--- src/rtl/pipe_ctrl_pkg.sv ---
// Shared types and constants for the pipeline hazard controller.
package pipe_ctrl_pkg;

  typedef enum logic [0:0] {
    RUN      = 1'b0,
    MEM_WAIT = 1'b1
  } haz_state_t;

  localparam logic [4:0] REG_ZERO            = 5'd0;
  localparam int         MEM_TIMEOUT_DEFAULT = 15;

endpackage

--- src/rtl/pipe_hazard_ctrl_load_use_det.sv ---
// Combinational load-use detector: the load in ID/EX writes a register the IF/ID instruction reads.
module haz_load_use_det
  import pipe_ctrl_pkg::*;
#(
  parameter int REG_W = 5
) (
  input  logic [REG_W-1:0] id_rs,
  input  logic [REG_W-1:0] id_rt,
  input  logic             id_uses_rt,
  input  logic             ex_mem_read,
  input  logic [REG_W-1:0] ex_rt,
  output logic             load_use
);

  // Register 0 is hardwired, so a load targeting it never creates a dependency.
  assign load_use = ex_mem_read && (ex_rt != REG_W'(REG_ZERO)) &&
                    ((ex_rt == id_rs) || (id_uses_rt && (ex_rt == id_rt)));

endmodule

--- src/rtl/pipe_hazard_ctrl.sv ---
// Pipeline hazard controller: stall/flush/bubble decode plus a memory wait-state FSM.
// Optional perf counters are built only when PIPE_HAZ_PERF_EN is defined.
//
// state    | meaning
// RUN      | pipeline flowing; branch / load-use hazards resolved here
// MEM_WAIT | data-memory access outstanding; pipeline frozen until ready or timeout
module pipe_hazard_ctrl
  import pipe_ctrl_pkg::*;
#(
  parameter int MEM_TIMEOUT = MEM_TIMEOUT_DEFAULT,
  parameter int REG_W       = 5
) (
  input  logic             clk,
  input  logic             rst,
  input  logic [REG_W-1:0] id_rs,
  input  logic [REG_W-1:0] id_rt,
  input  logic             id_uses_rt,
  input  logic             ex_mem_read,
  input  logic [REG_W-1:0] ex_rt,
  input  logic             ex_branch_taken,
  input  logic             mem_req,
  input  logic             mem_ready,
  output logic             pc_load,
  output logic             ifid_load,
  output logic             ifid_flush,
  output logic             idex_bubble,
  output logic             pipe_hold,
  output logic             mem_err,
  output logic [31:0]      perf_stall,
  output logic [31:0]      perf_flush
);

  localparam logic [0:0] ST_RUN      = RUN;
  localparam logic [0:0] ST_MEM_WAIT = MEM_WAIT;
  localparam logic [7:0] WAIT_LIMIT  = 8'(MEM_TIMEOUT);

  logic [0:0] state, state_nxt;
  logic [7:0] wcnt, wcnt_nxt;
  logic       holding;
  logic       err_set;
  logic       load_use;

  haz_load_use_det #(.REG_W(REG_W)) u_lu (
    .id_rs      (id_rs),
    .id_rt      (id_rt),
    .id_uses_rt (id_uses_rt),
    .ex_mem_read(ex_mem_read),
    .ex_rt      (ex_rt),
    .load_use   (load_use)
  );

  // wcnt counts wait cycles already spent in MEM_WAIT, so the total hold including
  // the request cycle is capped at MEM_TIMEOUT+1.
  always_comb begin
    state_nxt = state;
    wcnt_nxt  = wcnt;
    holding   = 1'b0;
    err_set   = 1'b0;
    case (state)
      ST_RUN: begin
        if (mem_req && !mem_ready) begin
          holding   = 1'b1;
          state_nxt = ST_MEM_WAIT;
          wcnt_nxt  = 8'd0;
        end
      end
      ST_MEM_WAIT: begin
        if (mem_ready) begin
          state_nxt = ST_RUN;
          wcnt_nxt  = 8'd0;
        end else if (wcnt == WAIT_LIMIT) begin
          err_set   = 1'b1;
          state_nxt = ST_RUN;
          wcnt_nxt  = 8'd0;
        end else begin
          holding  = 1'b1;
          wcnt_nxt = wcnt + 8'd1;
        end
      end
      default: begin
        state_nxt = ST_RUN;
        wcnt_nxt  = 8'd0;
      end
    endcase
  end

  // Branches seen while holding are simply not acted on; ID/EX is frozen so they reappear at release.
  always_comb begin
    pc_load     = 1'b1;
    ifid_load   = 1'b1;
    ifid_flush  = 1'b0;
    idex_bubble = 1'b0;
    pipe_hold   = 1'b0;
    if (rst) begin
      pc_load     = 1'b0;
      ifid_load   = 1'b0;
      idex_bubble = 1'b1;
    end else if (holding) begin
      pc_load   = 1'b0;
      ifid_load = 1'b0;
      pipe_hold = 1'b1;
    end else if (ex_branch_taken) begin
      ifid_load   = 1'b0;
      ifid_flush  = 1'b1;
      idex_bubble = 1'b1;
    end else if (load_use) begin
      pc_load     = 1'b0;
      ifid_load   = 1'b0;
      idex_bubble = 1'b1;
    end
  end

  always_ff @(posedge clk or posedge rst) begin
    if (rst) begin
      state   <= ST_RUN;
      wcnt    <= 8'd0;
      mem_err <= 1'b0;
    end else begin
      state <= state_nxt;
      wcnt  <= wcnt_nxt;
      if (err_set) mem_err <= 1'b1;
    end
  end

`ifdef PIPE_HAZ_PERF_EN
  logic [31:0] stall_q, flush_q;

  always_ff @(posedge clk or posedge rst) begin
    if (rst) begin
      stall_q <= '0;
      flush_q <= '0;
    end else begin
      if (!pc_load && (stall_q != '1)) stall_q <= stall_q + 32'd1;
      if (ifid_flush && (flush_q != '1)) flush_q <= flush_q + 32'd1;
    end
  end

  assign perf_stall = stall_q;
  assign perf_flush = flush_q;
`else
  assign perf_stall = '0;
  assign perf_flush = '0;
`endif

endmodule

--- config.mk ---
export PLATFORM = sky130hd
export DESIGN_NAME = pipe_hazard_ctrl
export DESIGN_NICKNAME = d
export VERILOG_FILES = /design/src/rtl/pipe_ctrl_pkg.sv /design/src/rtl/pipe_hazard_ctrl_load_use_det.sv /design/src/rtl/pipe_hazard_ctrl.sv
export SDC_FILE = /design/constraint.sdc
export NUM_CORES = 1
export LEC_CHECK = 0
export CORE_MARGIN = 3
export CORE_UTILIZATION = 30
export CTS_CLUSTER_SIZE = 40
export DETAILED_ROUTE_END_ITERATION = 8
export PLACE_DENSITY = 0.77
export SYNTH_ARGS = -nofsm -noshare
export SYNTH_HDL_FRONTEND = slang
export SYNTH_SLANG_ARGS = --single-unit
--- constraint.sdc ---
create_clock -name clk -period 3.1 [get_ports clk]
set_input_delay 0.775 -clock clk [delete_from_list [all_inputs] [get_ports clk]]
set_output_delay 0.775 -clock clk [all_outputs]
set_load 0.02 [all_outputs]
== Word level (Yosys, flattened, before mapping) ==
Index checks and enable logic that the tools add are counted.

* Output and inout port bits: 70
* Register bits: 10

* Bitwise operators: 1
* Muxes and demuxes: 27
* Reductions and logical operators: 7
* Eq/ne operators: 4
* Add/sub/neg operators: 1

{| class="wikitable"
|+ Operators with widths
! kind !! number
|-
| 2-to-1 mux 8 bit || 3
|-
| 2-to-1 mux 1 bit || 22
|-
| one-hot mux 8 bit (2 select lines) || 1
|-
| == test 5 bit || 2
|-
| adder 8 x 1 -> 8 bit (second input constant) || 1
|-
| == test 8 x 4 -> 1 bit (second input constant) || 1
|-
| nonzero test 5 bit || 1
|-
| logical AND 1 bit || 4
|-
| != test 2 bit (second input constant) || 1
|-
| one-hot mux 1 bit (2 select lines) || 1
|-
| logical NOT 1 bit || 1
|-
| logical OR 1 bit || 1
|-
| NOT 1 bit || 1
|}

== Longest topological paths before layout ==
Gate-level depths: netlist (run 1).

* Word-level depth: 8
* Gate-level depth with buffers: 6

== Modules after synthesis ==
Synthesis (run 1) repeated with hierarchy kept, for this count alone.

* Cell total of the unflattened synthesis: 140
* Area total of the unflattened synthesis: 1182.4 um2

{| class="wikitable"
|+ Modules (own cells, without submodules)
! module !! times used !! sequential area each (um2) !! area an instance (um2) !! cells each
|-
| pipe_hazard_ctrl || 1 || 250.2 || 1049.8 || 123
|-
| haz_load_use_det || 1 || 0.0 || 132.6 || 17
|}

== Worst setup path after synthesis (run 1) ==
OpenSTA, ideal clock, no wires.

* Path kind: input-to-output
* Start: in ex_rt[0]
* End: out pc_load
* Arrival: 2106 ps
* Stages: 4
* Slack: 219 ps
* Required time: 2325 ps
* Path through: or4_1 > o21ai_2 > nor2_1 > a211oi_1

* Word-level cells in the longest chain between the ends: 8
* Elaborated cells between the ends (all ways): 11
* Classes of those cells: eq/ne: 2; mux: 4; reduce/logical: 5

{| class="wikitable"
|+ RTL lines
! item !! RTL line !! RTL
|-
| start, declared || pipe_hazard_ctrl.sv:19 || <nowiki>input logic [REG_W-1:0] ex_rt,</nowiki>
|-
| == test 5 bit || pipe_hazard_ctrl_load_use_det.sv:17 || <nowiki>((ex_rt == id_rs) || (id_uses_rt && (ex_rt == id_rt)));</nowiki>
|-
| logical AND 1 bit || pipe_hazard_ctrl_load_use_det.sv:17 ||
|-
| logical OR 1 bit || pipe_hazard_ctrl_load_use_det.sv:17 ||
|-
| logical AND 1 bit (*) || pipe_hazard_ctrl_load_use_det.sv:16 || <nowiki>assign load_use = ex_mem_read && (ex_rt != REG_W'(REG_ZERO)) &&</nowiki>
|-
| 2-to-1 mux 1 bit (*) || pipe_hazard_ctrl.sv:106 || <nowiki>end else if (load_use) begin</nowiki>
|-
| 2-to-1 mux 1 bit (*) || pipe_hazard_ctrl.sv:102 || <nowiki>end else if (ex_branch_taken) begin</nowiki>
|-
| 2-to-1 mux 1 bit (*) || pipe_hazard_ctrl.sv:98 || <nowiki>end else if (holding) begin</nowiki>
|-
| 2-to-1 mux 1 bit (*) || pipe_hazard_ctrl.sv:94 || <nowiki>if (rst) begin</nowiki>
|-
| end, declared || pipe_hazard_ctrl.sv:23 || <nowiki>output logic pc_load,</nowiki>
|}

Every way passes the cells marked *; elsewhere a longest branch is shown, timed or not.

== Final worst setup path (run 1) ==
* Start: in mem_req
* End: out idex_bubble

* Word-level cells in the longest chain between the ends: 5

{| class="wikitable"
|+ RTL lines
! item !! RTL line !! RTL
|-
| start, declared || pipe_hazard_ctrl.sv:21 || <nowiki>input logic mem_req,</nowiki>
|-
| logical AND 1 bit || pipe_hazard_ctrl.sv:61 || <nowiki>if (mem_req && !mem_ready) begin</nowiki>
|-
| 2-to-1 mux 1 bit || pipe_hazard_ctrl.sv:61 ||
|-
| one-hot mux 1 bit (2 select lines) || pipe_hazard_ctrl.sv:59 || <nowiki>case (state)</nowiki>
|-
| net holding || pipe_hazard_ctrl.sv:39 || <nowiki>logic holding;</nowiki>
|-
| 2-to-1 mux 1 bit || pipe_hazard_ctrl.sv:98 ||
|-
| 2-to-1 mux 1 bit || pipe_hazard_ctrl.sv:94 ||
|-
| end, declared || pipe_hazard_ctrl.sv:26 || <nowiki>output logic idex_bubble,</nowiki>
|}

The timed path passes the listed nets, and every way through them passes these cells.

==> results of run 1 <==
[metrics by stage]
stage,power (mW),instance area (sq um)
6_report,0.478,1430
4_1_cts,0.477,1420
3_3_place_gp,0.309,1370
5_1_grt,0.500,1430
3_5_place_dp,0.312,1370
2_1_floorplan,0.316,1460
[worst max-delay path, cell delays in order]
cell             delay [ns]
clkdlybuf4s50_1        0.48
nor2_1                 0.07
a311oi_4               0.24
buf_4                  0.17
nor2_1                 0.04
a221o_1                0.32
buf_6                  0.14
[flip-flops by register name, summed over array words and instances (netlist names)]
signal   cells
wcnt         8
mem_err      1
state        1
[kinds of logic (layout without fill, tap and decap cells)]
family	after synthesis	count (layout)	share of synthesized area [%]
xor gates and xnor gates	14	14	10.0
muxes	1	1	0.921
and+or+nand+nor	24	24	10.5
AOI/OAI and AO/OA	19	19	14.3
other	1	64	0.307
DFF	10	10	20.5
buffers and inverters	70	47	42.4
adders and majority gates	1	1	1.02
[power breakdown]
part / internal [mW] / leakage (nW) / switching (mW)
Clock: 0.112 / 0.0288 / 0.0542
Sequential: 0.135 / 0.137 / 0.00337
Combinational: 0.0587 / 0.540 / 0.115
[metal layers]
metal,up-vias,part of all wire (%),global-route usage (%)
met5,-,0,0
met4,0,2.4,5.11
met3,4,9.7,1.59
met2,58,54,15.4
met1,395,34,8.75
li1,418,-,-
[cell usage after synthesis, types with 3 or more instances]
| master | n | share of area, % |
|---|---|---|
| xnor2_1 | 11 | 7.9 |
| o21ai_0 | 5 | 2.0 |
| nor2_1 | 9 | 2.8 |
| xor2_1 | 3 | 2.1 |
| dfrtp_1 | 10 | 20 |
| buf_4 | 64 | 39 |
| nand2_1 | 4 | 1.2 |
[worst min-delay path by stage]
stage / start / to / cells past startpoint
3_5_place_dp: mem_err / mem_err / 1
5_1_grt: mem_err / mem_err / 1
6_report: mem_err / mem_err / 1
3_3_place_gp: mem_err / mem_err / 1
4_1_cts: mem_err / mem_err / 1
2_1_floorplan: wcnt[1] / wcnt[1] / 1
[timing repair]
action,in CTS,in global routing
gates resized for setup,23,9
setup buffers,1,0
pin swaps,4,3
endpoints found under the setup margin,5,4
[cell type report]
| type | count | area (sq um) |
|---|---|---|
| multi-input combinational | 123 | 708 |
| fill | 382 | 2360 |
| sequential | 10 | 250 |
| clock buffer | 4 | 55.1 |
| inverter | 4 | 15.0 |
| timing repair buffer | 39 | 345 |
| tap | 48 | 60.1 |
==> results.json, run 1 <==
{
  "ioPinCount": 92,
  "initial_core_util_pct": 32.2,
  "path_max_fanout": 3,
  "dp.cells": 223,
  "holdBufCountCts": 0,
  "drv_slew": 0,
  "avgSynthCellArea_sq_um": 8.73,
  "ys.flop_type": "dfrtp_1",
  "nets": 204,
  "gp_congestion": 0.884,
  "crit_required_ns": 2.32,
  "reg2reg_slack_ns": 1.61,
  "cap_violations": 0,
  "drt_wl_total_microns": 2250,
  "ir_worst_vdd_mv": 0.112,
  "synth-edff-count": 0,
  "die_x_microns": 69.8,
  "timing.final.crit_share_pct": 97.3,
  "clock-root-buffer": "clkbuf_8",
  "vias_per_cell": 3.84,
  "cp_data_arrival_time_ns": 2.24,
  "r2r_start": "wcnt[4]",
  "ys_ff_latch": 10,
  "synth-seq-area-share_pct": 20.5,
  "hold_path.class": "flip-flop to flip-flop",
  "layout.cells.most_common": "conb_1",
  "power.density_nw_per_um2": 333,
  "cts_tree": "done",
  "antenna_cells": 0,
  "final_layout_size_suffix_gt1_share_pct": 18.3,
  "yosys_warnings": 0,
  "clkTransAtPathRegs_ns": 0.05,
  "clock_latency_ns": 0.24,
  "vias": 875,
  "drtIter0Drc": 62,
  "antenna_found_initial": 0,
  "fin_cells": 228,
  "setup_tns_ns": 0,
  "clock.fmax_ghz": 0.332,
  "fin_ws_ns": 0.0852,
  "status": "finished, final reports clean",
  "dp_hpwl_microns": 1870,
  "numPortBuffers": 27,
  "die_y_microns": 69.8,
  "synth_cell_types": 34,
  "hold_viol": 0,
  "htreeDepth": 1,
  "rsz0062_at_grt": "false",
  "synth_cells": 140,
  "grt_pass1_wl_microns": 3310,
  "grt_usage_pct": 8.43,
  "route.detailed.drc": 0,
  "r2r-end": "wcnt[6]",
  "crit_start": "mem_req",
  "netlist_area_sq_um": 1220,
  "postRouteAntennaNets": 0,
  "setup_violations": 0,
  "area.growth.synth_to_final_pct": 17.3,
  "rows": 22,
  "cts_buffer_depth": 2,
  "cp-end-kind": "output pin",
  "cts_buffers": 3,
  "mostFrequentLayoutCells": "conb_1, clkdlybuf4s50_1, xnor2_1, buf_4, dfrtp_1",
  "ys_async_sr_fraction_pct": 100,
  "critPathLaunchType": "primary input",
  "fin_skew_ns": 0.00560,
  "globalRouteOverflowTotal": 0,
  "p_leak_nw": 0.706,
  "grt_pass1_vias": 758,
  "pre_cts_slack_ns": -0.634,
  "dr.pass1.iters": 4,
  "worstSetupEndpoint": "idex_bubble",
  "whs_ns": 0.484,
  "dieArea_sq_um": 4880,
  "core_sq_um": 3800,
  "grt_max_degree": 11,
  "routedWlPerCell_microns": 9.86,
  "rr_worst_depth": 5,
  "clock-sinks": 10,
  "final_util_pct": 37.7,
  "path_class": "primary input to output pin",
  "post-route-min-period_ns": 3.01
}
(Power assumes the default switching activity.)
==> run 2, diff against run 1 <==
--- a/config.mk
+++ b/config.mk
@@ -9,7 +9,8 @@
 export CORE_UTILIZATION = 30
 export CTS_CLUSTER_SIZE = 40
 export DETAILED_ROUTE_END_ITERATION = 8
-export PLACE_DENSITY = 0.77
+export PLACE_DENSITY = 0.78
 export SYNTH_ARGS = -nofsm -noshare
 export SYNTH_HDL_FRONTEND = slang
+export SYNTH_HIERARCHICAL = 1
 export SYNTH_SLANG_ARGS = --single-unit
==> run 2 against run 1 <==
Net effect:
- via count fell by 2.9%
- sequential share of layout area grew 0.52 points
- core utilization decreased by 0.55 points
- wire length is 0.49% lower
- register-to-register slack lost 0.10 ns
- power shrank 3.9%
==> results.json, run 2 <==
{
  "ir_worst_vdd_mv": 0.105,
  "pre_cts_slack_ns": -0.644,
  "min_to": "mem_err",
  "critical_path_buf_inv_count": 2,
  "area.sequential_sq_um": 250,
  "synth.most_common_cell": "buf_4",
  "rows": 22,
  "clock.fmax_ghz": 0.330,
  "netlist_area_sq_um": 1180,
  "timing.final.crit_share_pct": 97.7,
  "htreeDepth": 1,
  "power.density_nw_per_um2": 330,
  "crit_required_ns": 2.32,
  "path_class": "primary input to output pin",
  "critPathLaunchType": "primary input",
  "rr_worst_depth": 5,
  "die_y_microns": 68.8,
  "drv_slew": 0,
  "reg2reg_slack_ns": 1.51,
  "routedWlPerCell_microns": 9.90,
  "max_slew_margin_pct": 67.1,
  "largest_reg_flops": 8,
  "core_sq_um": 3740,
  "cts_buffer_depth": 2,
  "path_max_fanout": 3,
  "layout.cells.most_common": "conb_1",
  "drt_wl_total_microns": 2240,
  "synth_area_leader_cell": "buf_4",
  "area.growth.synth_to_final_pct": 17.8,
  "tightest_slew_ns": 0.489,
  "vias_per_cell": 3.76,
  "fin_ws_ns": 0.0709,
  "antenna_cells": 0,
  "hold_start": "mem_err",
  "ys_async_sr_fraction_pct": 100,
  "cp_slowest_cell": "or4_1",
  "numPortBuffers": 27,
  "grt_pass1_wl_microns": 3410,
  "clock-root-buffer": "clkbuf_8",
  "synth_top_family_by_area": "buffers and inverters",
  "cts_tree": "done",
  "largestRegisters": "wcnt (8), mem_err (1), state (1)",
  "synth_top_area_share_pct": 40.6,
  "top_register": "wcnt",
  "vias": 850,
  "whs_ns": 0.491,
  "synthSimpleGateAreaFrac_pct": 16.3,
  "dr.pass1.iters": 4,
  "antenna_found_initial": 0,
  "p_leak_nw": 0.719,
  "ioPinCount": 92,
  "postRouteAntennaNets": 0,
  "gp_congestion": 0.765,
  "fin_skew_ns": 0.00574,
  "dieArea_sq_um": 4730,
  "die_x_microns": 68.8,
  "globalRouteOverflowTotal": 0,
  "hold_viol": 0,
  "synthMuxAreaShare_pct": 0,
  "crit_chain": "dlygate4sd2_1 > or4_1 > o21ai_1 > a21oi_2 > nor4_1 > buf_2",
  "cap_violations": 0,
  "status": "finished, final reports clean",
  "final_layout_size_suffix_gt1_share_pct": 14.0,
  "cpPeakStageDelay_ns": 0.52,
  "grt_pass1_vias": 729,
  "yosys_warnings": 6,
  "synth_top_cells_by_count": "buf_4, dfrtp_1, xor2_1",
  "nets": 202,
  "cpLargestDelayFamily": "simple AND/OR/NAND/NOR gates",
  "initial_core_util_pct": 31.6,
  "drtIter0Drc": 70,
  "synth-compound-area-share_pct": 9.52,
  "route.detailed.drc": 0,
  "fill_cells": 390,
  "avgSynthCellArea_sq_um": 8.45,
  "rsz0062_at_grt": "true",
  "synth_area_leaders": "buf_4, dfrtp_1, xor2_1",
  "ys.flop_type": "dfrtp_1",
  "synth_xor_area_share_pct": 10.4,
  "clkTransAtPathRegs_ns": 0.05,
  "grt_max_degree": 10,
  "clock_latency_ns": 0.24,
  "r2r-end": "wcnt[5]",
  "post-route-min-period_ns": 3.03,
  "r2r_start": "wcnt[5]",
  "setup_violations": 0,
  "dp_hpwl_microns": 1880,
  "cp_data_arrival_time_ns": 2.25,
  "cts_setup_buffers": 0,
  "cts_buffers": 3,
  "grt_usage_pct": 9.81,
  "synth_cell_types": 32,
  "mostFrequentLayoutCells": "conb_1, clkdlybuf4s50_1, xor2_1, dfrtp_1, buf_4",
  "ys_ff_latch": 10,
  "hold_depth": 1,
  "multi_input_area_sq_um": 697,
  "synth-seq-area-share_pct": 21.2,
  "synth_cells": 140,
  "cp-end-kind": "output pin",
  "synth-edff-count": 0,
  "synth_adder_area_share_pct": 1.06,
  "hold_path.class": "flip-flop to flip-flop",
  "clock-sinks": 10
}
-- run 2: cell type report --
| class | instances | area share, % |
|---|---|---|
| Multi-Input combinational cell | 127 | 50.0 |
| Timing Repair Buffer | 35 | 23.2 |
| Sequential cell | 10 | 18.0 |
| Tap cell | 48 | 4.31 |
| Clock buffer | 4 | 3.95 |
| Inverter | 2 | 0.539 |
-- run 2: timing repair --
| action | 4_1_cts | 5_1_grt |
|---|---|---|
| setup endpoints to repair | 5 | 3 |
| hold buffers | 0 | 0 |
| pin swaps | 5 | 4 |
| resized for setup | 25 | 9 |
| gates cloned | 0 | 0 |
-- run 2: logic make-up (layout without fill, tap and decap cells) --
kind of cell | Yosys count | after routing
compound gates | 15 | 15
fa+ha+maj | 1 | 1
xor+xnor | 14 | 14
simple gates | 33 | 33
flops | 10 | 10
buf+inv | 66 | 41
other cells | 1 | 64
-- run 2: metrics by stage --
stage	TNS [ns]	std cells	power [mW]	cell area, sq um	util (%)
after global routing	-0.00189	226	0.482	1390	37.2
final	0	226	0.459	1390	37.2
after CTS	0	226	0.457	1370	36.5
after global placement	-1.88	222	0.297	1330	35.5
after floorplan	0	203	0.306	1420	-
after detailed placement	-1.97	222	0.298	1330	35.5
-- run 2: power by group --
group | internal [mW] | switching, mW | total (mW) | leakage [nW]
Clock | 0.112 | 0.0530 | 0.165 | 0.0288
Sequential | 0.135 | 0.00520 | 0.140 | 0.137
Combinational | 0.0471 | 0.107 | 0.154 | 0.553
Total | 0.294 | 0.165 | 0.459 | 0.719
-- run 2: layer usage --
metal | global-route usage, % | routed length, microns | vias up | part of all wire, %
met5 | 0 | 0 | - | 0
met4 | 3.65 | 28 | 0 | 1.3
met3 | 3.57 | 279 | 5 | 12
met2 | 16.8 | 1090 | 53 | 49
met1 | 11.1 | 836 | 380 | 37
li1 | - | - | 412 | -
-- run 2: how the worst max path moves through the flow --
stage	slack [ns]	startpoint	end	depth (start not counted)
floorplan	0.14	ex_rt[1]	ifid_load	4
global placement	-0.58	ex_rt[1]	ifid_load	6
detailed placement	-0.64	ex_rt[1]	ifid_load	6
CTS	0.04	id_rt[2]	pc_load	8
global route	-0.002	ex_rt[1]	ifid_load	6
finish	0.07	ex_rt[1]	ifid_load	6
==> run 3, diff against run 2 <==
==> constraint.sdc (replaced) <==
create_clock -name clk -period 2.93 [get_ports clk]
set_input_delay 0.7325 -clock clk [delete_from_list [all_inputs] [get_ports clk]]
set_output_delay 0.7325 -clock clk [all_outputs]
set_load 0.02 [all_outputs]
==> run 3 against run 2 <==
Net effect:
- global-route usage is 0.21 points lower
- largest power group unchanged
- via count is 1.6% higher
- core utilization is 0.43 points higher
- critical path type unchanged
- sequential power is 6% higher
- cell area is 1.2% higher
==> results.json, run 3 (synthesis results as in run 2) <==
{
  "power_frac_comb_pct": 34.3,
  "postRouteAntennaNets": 0,
  "dp.cells": 224,
  "initial_core_util_pct": 31.6,
  "clkTransAtPathRegs_ns": 0.05,
  "cp-end-kind": "output pin",
  "drt_wl_total_microns": 2330,
  "gp_congestion": 0.813,
  "cp_data_arrival_time_ns": 2.12,
  "largest_reg_flops": 8,
  "hold_path.class": "flip-flop to flip-flop",
  "dieArea_sq_um": 4730,
  "cts_tree": "done",
  "vias": 864,
  "final_layout_size_suffix_gt1_share_pct": 17.7,
  "area.growth.synth_to_final_pct": 19.2,
  "drtIter0Drc": 45,
  "p_int_mw": 0.312,
  "holdBufCountCts": 0,
  "route.detailed.drc": 0,
  "crit_required_ns": 2.20,
  "drv_slew": 0,
  "grt_pass1_wl_microns": 3410,
  "vias_per_cell": 3.77,
  "ioPinCount": 92,
  "cap_violations": 0,
  "cts_buffer_depth": 2,
  "setup_violations": 0,
  "swShare_pct": 35.7,
  "p_sw_mw": 0.173,
  "cts_buffers": 3,
  "fin_cells": 229,
  "clock-sinks": 10,
  "globalRouteOverflowTotal": 0,
  "placed_area_sq_um": 1340,
  "routedWlPerCell_microns": 10.2,
  "dr.pass1.iters": 4,
  "ir_worst_vdd_mv": 0.123,
  "mostFrequentLayoutCells": "conb_1, buf_4, clkdlybuf4s50_1, dfrtp_1, xor2_1",
  "reg2reg_slack_ns": 1.35,
  "post-route-min-period_ns": 2.86,
  "clock_latency_ns": 0.23,
  "largestRegisters": "wcnt (8), mem_err (1), state (1)",
  "clock.fmax_ghz": 0.350,
  "grt_max_degree": 10,
  "clock-root-buffer": "clkbuf_8",
  "timing.final.crit_share_pct": 97.4,
  "fin_skew_ns": 0.000959,
  "die_x_microns": 68.8,
  "antenna_found_initial": 0,
  "hold_viol": 0,
  "numPortBuffers": 27,
  "path_max_fanout": 3,
  "sequentialPowerShare_pct": 30.5,
  "htreeDepth": 1,
  "stdcell_area_sq_um": 1410,
  "rows": 22,
  "top_register": "wcnt",
  "nets": 205,
  "power.density_nw_per_um2": 345,
  "core_sq_um": 3740,
  "layout.cells.most_common": "conb_1",
  "critPathLaunchType": "primary input",
  "grt_pass1_vias": 761,
  "clkPwrFrac_pct": 35.2,
  "fill_cells": 411,
  "whs_ns": 0.523,
  "p_leak_nw": 0.721,
  "rsz0062_at_grt": "true",
  "grt_usage_pct": 9.60,
  "status": "finished, final reports clean",
  "antenna_cells": 0,
  "path_class": "primary input to output pin",
  "die_y_microns": 68.8,
  "dp_hpwl_microns": 1950
}
==> run 3: worst max-delay path: stages <==
cell and delay, ns:
clkdlybuf4s50_1 0.48, nor2_1 0.05, a311oi_2 0.31, buf_4 0.18, nor3b_1 0.04, dlygate4sd2_1 0.33
==> run 3: worst paths after layout <==
check,start,to,depth (start not counted)
worst max-delay path,mem_req,ifid_flush,6
worst min-delay path,mem_err,mem_err,1
worst max register to register,wcnt[4],wcnt[5],5
worst min register to register,mem_err,mem_err,1
max in group asynchronous,rst,state,3
min in group asynchronous,rst,mem_err,3
==> run 3: what timing repair did <==
action	in CTS	in global routing
endpoints found under the setup margin	5	3
pin swaps	8	9
setup buffers	0	1
cloned	0	0
gates resized for setup	30	16
==> run 3: metrics by stage <==
stage / setup TNS [ns] / worst slack [ns] / total power [mW] / util (%)
after floorplan: 0 / 0.0553 / 0.324 / -
after global placement: -2.29 / -0.656 / 0.315 / 35.9
after detailed placement: -2.31 / -0.686 / 0.317 / 35.9
after CTS: 0 / 0.00839 / 0.482 / 36.8
after global routing: -0.0342 / -0.0327 / 0.511 / 37.6
final: 0 / 0.0750 / 0.486 / 37.6
==> run 3: power groups by stage <==
stage	logic, mW	clock network (mW)	registers (mW)
2_1_floorplan	0.175	0	0.149
3_3_place_gp	0.165	0	0.150
3_5_place_dp	0.167	0	0.150
4_1_cts	0.161	0.173	0.148
5_1_grt	0.182	0.180	0.149
6_report	0.167	0.171	0.148
==> run 3: metal layers <==
layer	GRT usage [%]	share of wire [%]	wire, microns	vias up
met5	0	0	0	-
met4	2.19	0.99	23	0
met3	2.76	11	263	5
met2	16.8	52	1220	56
met1	11.6	35	821	388
li1	-	-	-	415
==> run 3: area by class of cell <==
| class | instances | area (sq um) | share of cell area [%] |
|---|---|---|---|
| Clock buffer | 4 | 55.1 | 3.91 |
| Inverter | 2 | 7.51 | 0.533 |
| Multi-Input combinational cell | 127 | 703 | 49.9 |
| Sequential cell | 10 | 250 | 17.8 |
| Tap cell | 48 | 60.1 | 4.26 |
| Timing Repair Buffer | 38 | 333 | 23.6 |
